===== src/rtl/pwm_pkg.sv =====
// Constants shared by the motor PWM generator and the PWM capture block.
package pwm_pkg;

  localparam int unsigned PWM_CNT_W  = 23;
  localparam int unsigned PWM_PERIOD = 1666667;
  localparam int unsigned SPEED_W    = 2;

  localparam logic [SPEED_W-1:0] DUTY_NONE = 2'b00;
  localparam logic [SPEED_W-1:0] DUTY_LOW  = 2'b01;
  localparam logic [SPEED_W-1:0] DUTY_MID  = 2'b10;
  localparam logic [SPEED_W-1:0] DUTY_HIGH = 2'b11;

  typedef enum logic [1:0] {
    CAP_IDLE = 2'd0,
    CAP_HIGH = 2'd1,
    CAP_LOW  = 2'd2
  } cap_state_e;

endpackage


===== src/rtl/sync_2ff.sv =====
// Two-flop synchroniser for a single asynchronous input.
module sync_2ff (
  input  logic i_clk,
  input  logic i_rst_n,
  input  logic i_d,
  output logic o_q
);

  logic r_meta;
  logic r_sync;

  always_ff @(posedge i_clk or negedge i_rst_n) begin
    if (!i_rst_n) begin
      r_meta <= 1'b0;
      r_sync <= 1'b0;
    end else begin
      r_meta <= i_d;
      r_sync <= r_meta;
    end
  end

  assign o_q = r_sync;

endmodule


===== src/rtl/pwm_capture.sv =====
// Measures high time and rise-to-rise period of one PWM line, decodes a duty code
// and flags lines that stop toggling.
module pwm_capture
  import pwm_pkg::*;
#(
  parameter int unsigned CNT_W    = PWM_CNT_W,
  parameter int unsigned TIMEOUT  = 2 * PWM_PERIOD,
  parameter int unsigned MIN_HIGH = 16,
  parameter int unsigned TH_MID   = 1000000,
  parameter int unsigned TH_HIGH  = 1458333
) (
  input  logic               clock,
  input  logic               reset_n,
  input  logic               pwm_in,
  output logic [CNT_W-1:0]   high_time,
  output logic [CNT_W-1:0]   period,
  output logic [SPEED_W-1:0] duty_code,
  output logic               meas_valid,
  output logic               stuck_high,
  output logic               stuck_low
);

  localparam int unsigned       IDLE_W     = $clog2(TIMEOUT + 1);
  localparam logic [CNT_W-1:0]  CNT_MAX    = '1;
  localparam logic [CNT_W-1:0]  CNT_ONE    = CNT_W'(1);
  localparam logic [CNT_W-1:0]  MIN_HIGH_C = CNT_W'(MIN_HIGH);
  localparam logic [CNT_W-1:0]  TH_MID_C   = CNT_W'(TH_MID);
  localparam logic [CNT_W-1:0]  TH_HIGH_C  = CNT_W'(TH_HIGH);
  localparam logic [IDLE_W-1:0] IDLE_ONE   = IDLE_W'(1);
  localparam logic [IDLE_W-1:0] IDLE_LAST  = IDLE_W'(TIMEOUT - 1);
  localparam logic [IDLE_W-1:0] IDLE_MAX   = IDLE_W'(TIMEOUT);

  function automatic logic [CNT_W-1:0] sat_inc(input logic [CNT_W-1:0] v);
    return (v == CNT_MAX) ? v : v + CNT_ONE;
  endfunction

  function automatic logic [SPEED_W-1:0] decode_duty(input logic [CNT_W-1:0] ht);
    logic [SPEED_W-1:0] code;
    if (ht == '0)             code = DUTY_NONE;
    else if (ht < TH_MID_C)   code = DUTY_LOW;
    else if (ht < TH_HIGH_C)  code = DUTY_MID;
    else                      code = DUTY_HIGH;
    return code;
  endfunction

  logic              w_s;
  logic              r_s_d;
  logic              w_rise;
  logic              w_fall;
  logic              w_edge;
  logic              w_expire;
  logic              w_latch;
  logic              w_to_high;
  logic              w_to_low;
  cap_state_e        r_state;
  cap_state_e        w_state_nxt;
  logic [CNT_W-1:0]  r_hcnt;
  logic [CNT_W-1:0]  w_hcnt_nxt;
  logic [CNT_W-1:0]  r_pcnt;
  logic [CNT_W-1:0]  w_pcnt_nxt;
  logic [IDLE_W-1:0] r_icnt;
  logic [IDLE_W-1:0] w_icnt_nxt;

  logic [CNT_W-1:0]   r_high_time;
  logic [CNT_W-1:0]   r_period;
  logic [SPEED_W-1:0] r_duty_code;
  logic               r_meas_valid;
  logic               r_stuck_high;
  logic               r_stuck_low;

  sync_2ff u_sync (
    .i_clk   (clock),
    .i_rst_n (reset_n),
    .i_d     (pwm_in),
    .o_q     (w_s)
  );

  assign w_rise = w_s & ~r_s_d;
  assign w_fall = ~w_s & r_s_d;
  assign w_edge = w_rise | w_fall;

  // The edge cycle counts as the first cycle of the new level, so a level held
  // for exactly TIMEOUT cycles expires and an edge on the expiry cycle wins.
  always_comb begin
    w_state_nxt = r_state;
    w_hcnt_nxt  = r_hcnt;
    w_pcnt_nxt  = r_pcnt;
    w_icnt_nxt  = r_icnt;
    w_latch     = 1'b0;
    w_to_high   = 1'b0;
    w_to_low    = 1'b0;
    w_expire    = ~w_edge & (r_icnt == IDLE_LAST);

    if (w_edge)                  w_icnt_nxt = IDLE_ONE;
    else if (r_icnt != IDLE_MAX) w_icnt_nxt = r_icnt + IDLE_ONE;

    case (r_state)
      CAP_IDLE: begin
        if (w_rise) begin
          w_state_nxt = CAP_HIGH;
          w_hcnt_nxt  = CNT_ONE;
          w_pcnt_nxt  = CNT_ONE;
        end
      end
      CAP_HIGH: begin
        if (w_fall) begin
          w_state_nxt = (r_hcnt >= MIN_HIGH_C) ? CAP_LOW : CAP_IDLE;
          w_pcnt_nxt  = sat_inc(r_pcnt);
        end else begin
          w_hcnt_nxt = sat_inc(r_hcnt);
          w_pcnt_nxt = sat_inc(r_pcnt);
        end
      end
      CAP_LOW: begin
        if (w_rise) begin
          w_latch     = 1'b1;
          w_state_nxt = CAP_HIGH;
          w_hcnt_nxt  = CNT_ONE;
          w_pcnt_nxt  = CNT_ONE;
        end else begin
          w_pcnt_nxt = sat_inc(r_pcnt);
        end
      end
      default: w_state_nxt = CAP_IDLE;
    endcase

    if (w_expire) begin
      w_state_nxt = CAP_IDLE;
      w_to_high   = w_s;
      w_to_low    = ~w_s;
    end
  end

  always_ff @(posedge clock or negedge reset_n) begin
    if (!reset_n) begin
      r_state <= CAP_IDLE;
      r_hcnt  <= '0;
      r_pcnt  <= '0;
      r_icnt  <= '0;
      r_s_d   <= 1'b0;
    end else begin
      r_state <= w_state_nxt;
      r_hcnt  <= w_hcnt_nxt;
      r_pcnt  <= w_pcnt_nxt;
      r_icnt  <= w_icnt_nxt;
      r_s_d   <= w_s;
    end
  end

  // Published measurement and stuck-line levels.
  always_ff @(posedge clock or negedge reset_n) begin
    if (!reset_n) begin
      r_high_time  <= '0;
      r_period     <= '0;
      r_duty_code  <= DUTY_NONE;
      r_meas_valid <= 1'b0;
      r_stuck_high <= 1'b0;
      r_stuck_low  <= 1'b0;
    end else begin
      r_meas_valid <= w_latch | w_to_high | w_to_low;
      if (w_latch) begin
        r_high_time <= r_hcnt;
        r_period    <= r_pcnt;
        r_duty_code <= decode_duty(r_hcnt);
      end else if (w_to_high) begin
        r_high_time <= CNT_MAX;
        r_period    <= CNT_MAX;
        r_duty_code <= DUTY_HIGH;
      end else if (w_to_low) begin
        r_high_time <= '0;
        r_period    <= CNT_MAX;
        r_duty_code <= DUTY_NONE;
      end
      if (w_edge) begin
        r_stuck_high <= 1'b0;
        r_stuck_low  <= 1'b0;
      end else begin
        if (w_to_high) r_stuck_high <= 1'b1;
        if (w_to_low)  r_stuck_low  <= 1'b1;
      end
    end
  end

  assign high_time  = r_high_time;
  assign period     = r_period;
  assign duty_code  = r_duty_code;
  assign meas_valid = r_meas_valid;
  assign stuck_high = r_stuck_high;
  assign stuck_low  = r_stuck_low;

endmodule

===== config.mk =====
export PLATFORM = sky130hd
export DESIGN_NAME = pwm_capture
export DESIGN_NICKNAME = d
export VERILOG_FILES = /design/src/rtl/pwm_pkg.sv /design/src/rtl/sync_2ff.sv /design/src/rtl/pwm_capture.sv
export SDC_FILE = /design/constraint.sdc
export NUM_CORES = 1
export LEC_CHECK = 0
export CAP_MARGIN = 10
export CORE_MARGIN = 3
export CORE_UTILIZATION = 36
export CTS_CLUSTER_DIAMETER = 50
export CTS_CLUSTER_SIZE = 10
export DETAILED_ROUTE_END_ITERATION = 6
export MAX_ROUTING_LAYER = met4
export PLACE_DENSITY = 0.56
export SLEW_MARGIN = 20
export SYNTH_ARGS = -nofsm -noshare
export SYNTH_HDL_FRONTEND = slang
export SYNTH_SLANG_ARGS = --single-unit

===== constraint.sdc =====
create_clock -name clock -period 4.35 [get_ports clock]
set_input_delay 0.87 -clock clock [delete_from_list [all_inputs] [get_ports clock]]
set_output_delay 0.87 -clock clock [all_outputs]
set_load 0.02 [all_outputs]

## Yosys cells after proc, flatten, opt, wreduce, memory -nomap -nowiden

Index checks and enable logic that the tools add are counted.

| cells by class | value |
|---|---|
| $lt $le $gt $ge | 3 |
| add/subtract/negate cells | 3 |
| equality and inequality tests | 12 |
| reductions and logical operators | 12 |
| bitwise operators | 9 |
| mux-type cells | 34 |

Operators by type and width:

| cell | number |
|---|---|
| $mux 23 | 11 |
| $pmux 23 s3 | 1 |
| $add 23x1->23 const B | 2 |
| $eq 23x23->1 const B | 2 |
| $pmux 23 s2 | 1 |
| $mux 22 | 2 |
| $ge 23x5->1 const B | 1 |
| $logic_not 23->1 | 1 |
| $lt 23x20->1 const B | 1 |
| $lt 23x21->1 const B | 1 |
| $add 22x1->22 const B | 1 |
| $eq 22x22->1 const B | 1 |
| $ne 22x22->1 const B | 1 |
| $mux 2 | 9 |
| $mux 1 | 9 |
| $reduce_bool 2->1 | 4 |
| $ne 2x2->1 const B | 3 |
| $reduce_bool 3->1 | 2 |
| $pmux 2 s2 | 1 |
| $reduce_and 2->1 | 2 |
| $reduce_and 4->1 | 1 |
| $and 1x1->1 | 3 |
| $ne 3x1->1 const B | 1 |
| $ne 3x3->1 const B | 1 |
| 7 further kinds | 11 |

| word-level totals | value |
|---|---|
| input bits | 3 |
| flip-flop bits (word level) | 124 |
| logic and storage cells | 86 |
| output and inout bits | 51 |

## Longest topological paths before layout

| logic depth | value |
|---|---|
| word-level depth | 9 |
| gate-level depth with buffers | 8 |
| gate-level depth less buffers | 7 |

## Hierarchy

Synthesis repeated with hierarchy kept, for this count alone.

| second synthesis, totals | value |
|---|---|
| cell total of the unflattened synthesis | 701 |
| area, all modules | 6324.8 um^2 |

Modules (own cells, without submodules):

| module | instances | sequential area each (um^2) | area an instance (um^2) | cells each |
|---|---|---|---|---|
| pwm_capture | 1 | 3052.9 | 6274.8 | 699 |
| sync_2ff | 1 | 50.0 | 50.0 | 2 |

## Least setup slack after synthesis

OpenSTA, ideal clock, no wires.

| path | value |
|---|---|
| path type | reg2reg |
| start | register r_state[0] |
| end | register r_pcnt[10] |
| data required time | 4218 ps |
| period minus slack after synthesis | 2136 ps |
| stages on the path, launching flop included | 9 |
| slack | 2214 ps |
| arrival time | 2004 ps |
| library setup time | 132 ps |
| buffers on the path | 1 |
| cells stage by stage | dfrtp_1 inv_1 ha_1 nor2b_1 or4_1 buf_2 a2111oi_4 xnor2_1 nor2_1 |

| between the ends | value |
|---|---|
| cells in the longest elaborated chain, start to end | 3 |
| elaborated cells on any way between the ends | 7 |
| classes of those cells | 3 x eq/ne; 1 x mux; 3 x reduce/logical |

Ends and longest elaborated chain:

| item | RTL line | text |
|---|---|---|
| start: declaration | pwm_capture.sv:55 | `cap_state_e r_state;` |
| start signal: assignment | pwm_capture.sv:142 | `r_state <= w_state_nxt;` |
| $eq 2x2->1 (tied with other cells) | pwm_capture.sv:97 | `case (r_state)` |
| $reduce_bool 3->1 (no source line) or $ne 2x2->1 (tied branches) | n/a |  |
| $reduce_and 2->1 (no source line) | n/a |  |
| end signal: assignment | pwm_capture.sv:144 | `r_pcnt <= w_pcnt_nxt;` |
| end: declaration | pwm_capture.sv:59 | `logic [CNT_W-1:0] r_pcnt;` |

Parallel ways exist; a longest one is shown, timed or not.
A chain may end at the register's enable or synchronous reset.

## Worst setup path in the final report

| path | value |
|---|---|
| start | register r_icnt[13] |
| end | register r_duty_code[1] (netlist: duty_code[1]) |

| between the ends | value |
|---|---|
| cells in the longest elaborated chain, start to end | 5 |
| elaborated cells on any way between the ends | 7 |
| classes of those cells | 1 x eq/ne; 4 x mux; 1 x bitwise; 1 x reduce/logical |

Ends and longest elaborated chain:

| item | RTL line | text |
|---|---|---|
| start: declaration | pwm_capture.sv:61 | `logic [IDLE_W-1:0] r_icnt;` |
| start signal: assignment | pwm_capture.sv:145 | `r_icnt <= w_icnt_nxt;` |
| $eq 22x22->1 (*) | pwm_capture.sv:92 | `w_expire = ~w_edge & (r_icnt == IDLE_LAST);` |
| $and 1x1->1 (*) | pwm_capture.sv:92 |  |
| $mux 1 | pwm_capture.sv:127 | `if (w_expire) begin` |
| $mux 2 | pwm_capture.sv:165 | `end else if (w_to_high) begin` |
| $mux 2 | pwm_capture.sv:161 | `if (w_latch) begin` |
| end signal: assignment | pwm_capture.sv:164 | `r_duty_code <= decode_duty(r_hcnt);` |
| end: declaration | pwm_capture.sv:66 | `logic [SPEED_W-1:0] r_duty_code;` |

Every way passes the cells marked *; elsewhere a longest branch is shown, timed or not.

==> summary.md <==
| Metric | Value |
|---|---|
| Leading cell type in the layout, fill and taps excluded | dfrtp_1 |
| Clk sinks | 124 |
| Master of the slowest instance on the critical path | or4b_2 |
| Internal power contribution | 2340 µW |
| Post-synthesis cell type count | 55 |
| Post_cts resized | 0 |
| # nets final | 739 |
| Flop and latch count out of synthesis | 124 |
| Floorplan Core Area | 0.0169 mm² |
| HPWL after detailed placement | 9.91 mm |
| Signed area change from the synthesized netlist to the final layout | 20.0% |
| Final cell area excluding filler cells | 0.00760 mm² |
| Unrepaired setup endpoints after global routing | no |
| Fraction of synthesis flops using an asynchronous set or reset pin | 100% |
| Clock network power share | 44.6% |
| Worst max-slew margin expressed relative to the limit | 32.3% |
| Top-level I/O count | 54 |
| Crit path max fanout | 26 |
| Initial antenna violation count | 0 |
| Count of standard-cell rows | 47 |
| Count of mapped cells out of synthesis | 689 |
| Maximum root-to-sink buffer count | 2 |
| Sw Share | 27.5% |
| Mean Syn Cell Area | 9.19 µm² |
| 1st-iter DRT viols | 361 |
| Number of remaining DRC errors | 0 |
| Crit path buf inv count | 0 |
| Number of buffers inserted during clock tree synthesis | 17 |
| Synth Cell Area | 0.00633 mm² |
| Outcome | finished clean |
| Critical path launch point type | flop |
| Total cell area at the placement stage | 0.00700 mm² |
| Cells along the critical path | or4b_2 > nor3_2 > nand4_2 > a21boi_0 > o22ai_1 |
| Commonest cells after routing, fill and taps aside | dfrtp_1, nor2_1, nand2_1, clkdlybuf4s50_1, o21ai_0 |
| Count of buffers added by post-CTS timing repair for setup | 0 |
| # hold bufs at CTS | 0 |
| Root Buffer Master | clkbuf_16 |
| Worst setup skew after layout | 9.53 ps |
| Count of flip-flops with a built-in enable after synthesis | 0 |
| Final WL | 14.9 mm |
| Global route overflow | 0 |
| Max-slew violation total from the final report | 0 |
| Fraction of power consumed by sequential logic | 39.6% |
| Number of hold violations in the final report | 0 |
| Clock-pin slew on the worst setup and hold paths | 50 ps |
| Slowest Stage Delay on Critical Path | 700 ps |
| Detailed-route via count | 5203 |
| Wirelength per Cell | 15.6 µm |
| Top Family by Delay on Critical Path | simple AND/OR/NAND/NOR gates |
| Starting utilization of the core area | 37.5% |
| Switching pwr | 886 µW |
| Clock H-tree levels | 4 |
| Slew @ Worst Pin | 1020 ps |
| Total Routing Usage GR | 16.1% |
| Top_reg_cell synth | dfrtp_1 |
| Area of all sequential standard cells | 0.00310 mm² |
| Share of the cycle needed by the critical path after routing | 60.5% |
| Port bufs | 53 |
| Fmax achieved | 0.380 GHz |
| Clock tree from TritonCTS | done |
| Die Span Y | 139 µm |
| Net count after synthesis | 705 |
| Gate power share | 15.8% |
| First-pass detailed-route iteration total | 6 |
| Worst path required time | 4680 ps |
| Final std cells w/o fill | 954 |
| Setup TNS | 0 ps |
| Layout fillers | 1607 |
| Pin count of the biggest net entering global routing | 89 |
| Die Area | 0.0192 mm² |
| Post-layout minimum cycle time | 2630 ps |
| Via count of the first global-routing pass | 4808 |
| Leak Pwr | 0.00339 µW |
| Worst skew pair latency | 410 ps |
| Final estimated routing congestion in global placement | 0.868 |
| Multi-input gate area in the final layout | 0.00299 mm² |
| Maximum ir drop on the vdd rail | 255 µV |
| Global-route wire length before repair | 25.1 mm |
| Residual antenna-violating net count after detailed routing | 0 |
| Number of instances in the placed design | 924 |
| Number of antenna repair diodes | 0 |
| Critical Path End Type | flop |
| Via density per instance | 5.45 |
| Hold Path Class | flop to flop |
| Total power consumption of the routed design | 3220 µW |
| Die outline width | 139 µm |
| Fraction of layout instances using a drive strength above 1 | 6.95% |
| Synth warn | 0 |
| Max-capacitance violation count | 0 |
| Portion of the post-synthesis area used by sequential elements | 49.0% |
| Power density relative to cell area | 424 mW/mm² |
| WP data arrival | 2960 ps |
| CP Class | flop to flop |
| Setup-failing EPs final | 0 |
==> routing by layer <==
layer / track usage [%] / wire [µm] / vias up
li1: - / - / 2521
met1: 22.4 / 7380 / 2568
met2: 23.7 / 6800 / 97
met3: 3.48 / 529 / 17
met4: 5.15 / 197 / 0
met5: - / 0 / -
==> state kept, by name (all words and copies together) (netlist names), 2 cells and up <==
signal     cells
duty_code      2
period        23
r_icnt        22
r_pcnt        23
high_time     23
r_state        2
r_hcnt        23
==> worst register-to-register path: stages, from the launching register on <==
cell and delay, ps:
dfrtp_1 430, or4b_2 700, nor3_2 300, nand4_2 630
a21boi_0 330, o22ai_1 150
==> cell families (layout without fill, tap and decap cells) <==
| kind of cell | Yosys count | count (layout) | synth area share, % |
|---|---|---|---|
| AND/OR/NAND/NOR | 305 | 305 | 24.2 |
| AO/OA/AOI/OAI | 157 | 157 | 16.2 |
| flip-flops | 124 | 124 | 49.0 |
| buffers and inverters | 60 | 105 | 3.97 |
| XOR/XNOR | 30 | 30 | 4.15 |
| adder cells (fa/ha/maj) | 13 | 13 | 2.57 |
==> stage by stage <==
step                util (%)  hold WS [ps]  worst slack (ps)
floorplan                  -           331              2210
global placement        41.4           374              1700
detailed placement      41.5           359              1670
CTS                     45.0           371              1670
global route            45.0           390              1440
finish                  45.0           365              1720
==> path summary, 6_finish.rpt <==
path / from / cells past startpoint / slack, ps / endpoint
worst max register to register: r_icnt[13] / 5 / 1720 / duty_code[1]
worst min register to register: u_sync.r_meta / 0 / 370 / u_sync.o_q
worst max-delay path: r_icnt[13] / 5 / 1720 / duty_code[1]
max in group asynchronous: reset_n / 2 / 3020 / r_pcnt[4]
min in group asynchronous: reset_n / 1 / 520 / period[11]
worst min-delay path: u_sync.r_meta / 0 / 370 / u_sync.o_q
==> cell usage after synthesis, types with 11 or more instances <==
cell      count  area (µm²)
xnor2_1      20         175
a31oi_1      33         206
ha_1         13         163
and2_1       22         138
buf_2        12        60.1
and3_1       11        68.8
a21oi_1      34         170
nand4_1      20         125
o21ai_0      39         195
nand2_1      60         225
inv_1        18        67.6
nor2_1      104         390
clkbuf_1     26        97.6
dfrtp_1     124        3100
nand3_1      22         110
nor3_1       11        55.1
==> layout make-up <==
type	count	share of cell area, %
repair buffers	57	7.39
clock buffers	24	6.47
clock inverters	6	1.45
flip-flops and latches	124	40.8
well taps	220	3.62
multi-input cells	505	39.4
inverters	18	0.889
==> power groups by stage <==
| stage | combinational, µW | clock, µW | sequential [µW] |
|---|---|---|---|
| 6_report | 510 | 1440 | 1280 |
| 5_1_grt | 574 | 1530 | 1290 |
| 4_1_cts | 514 | 1470 | 1280 |
| 3_5_place_dp | 510 | 0 | 1300 |
| 3_3_place_gp | 498 | 0 | 1290 |
| 2_1_floorplan | 344 | 0 | 1300 |
Note: power is estimated with default switching activity, not from simulation.
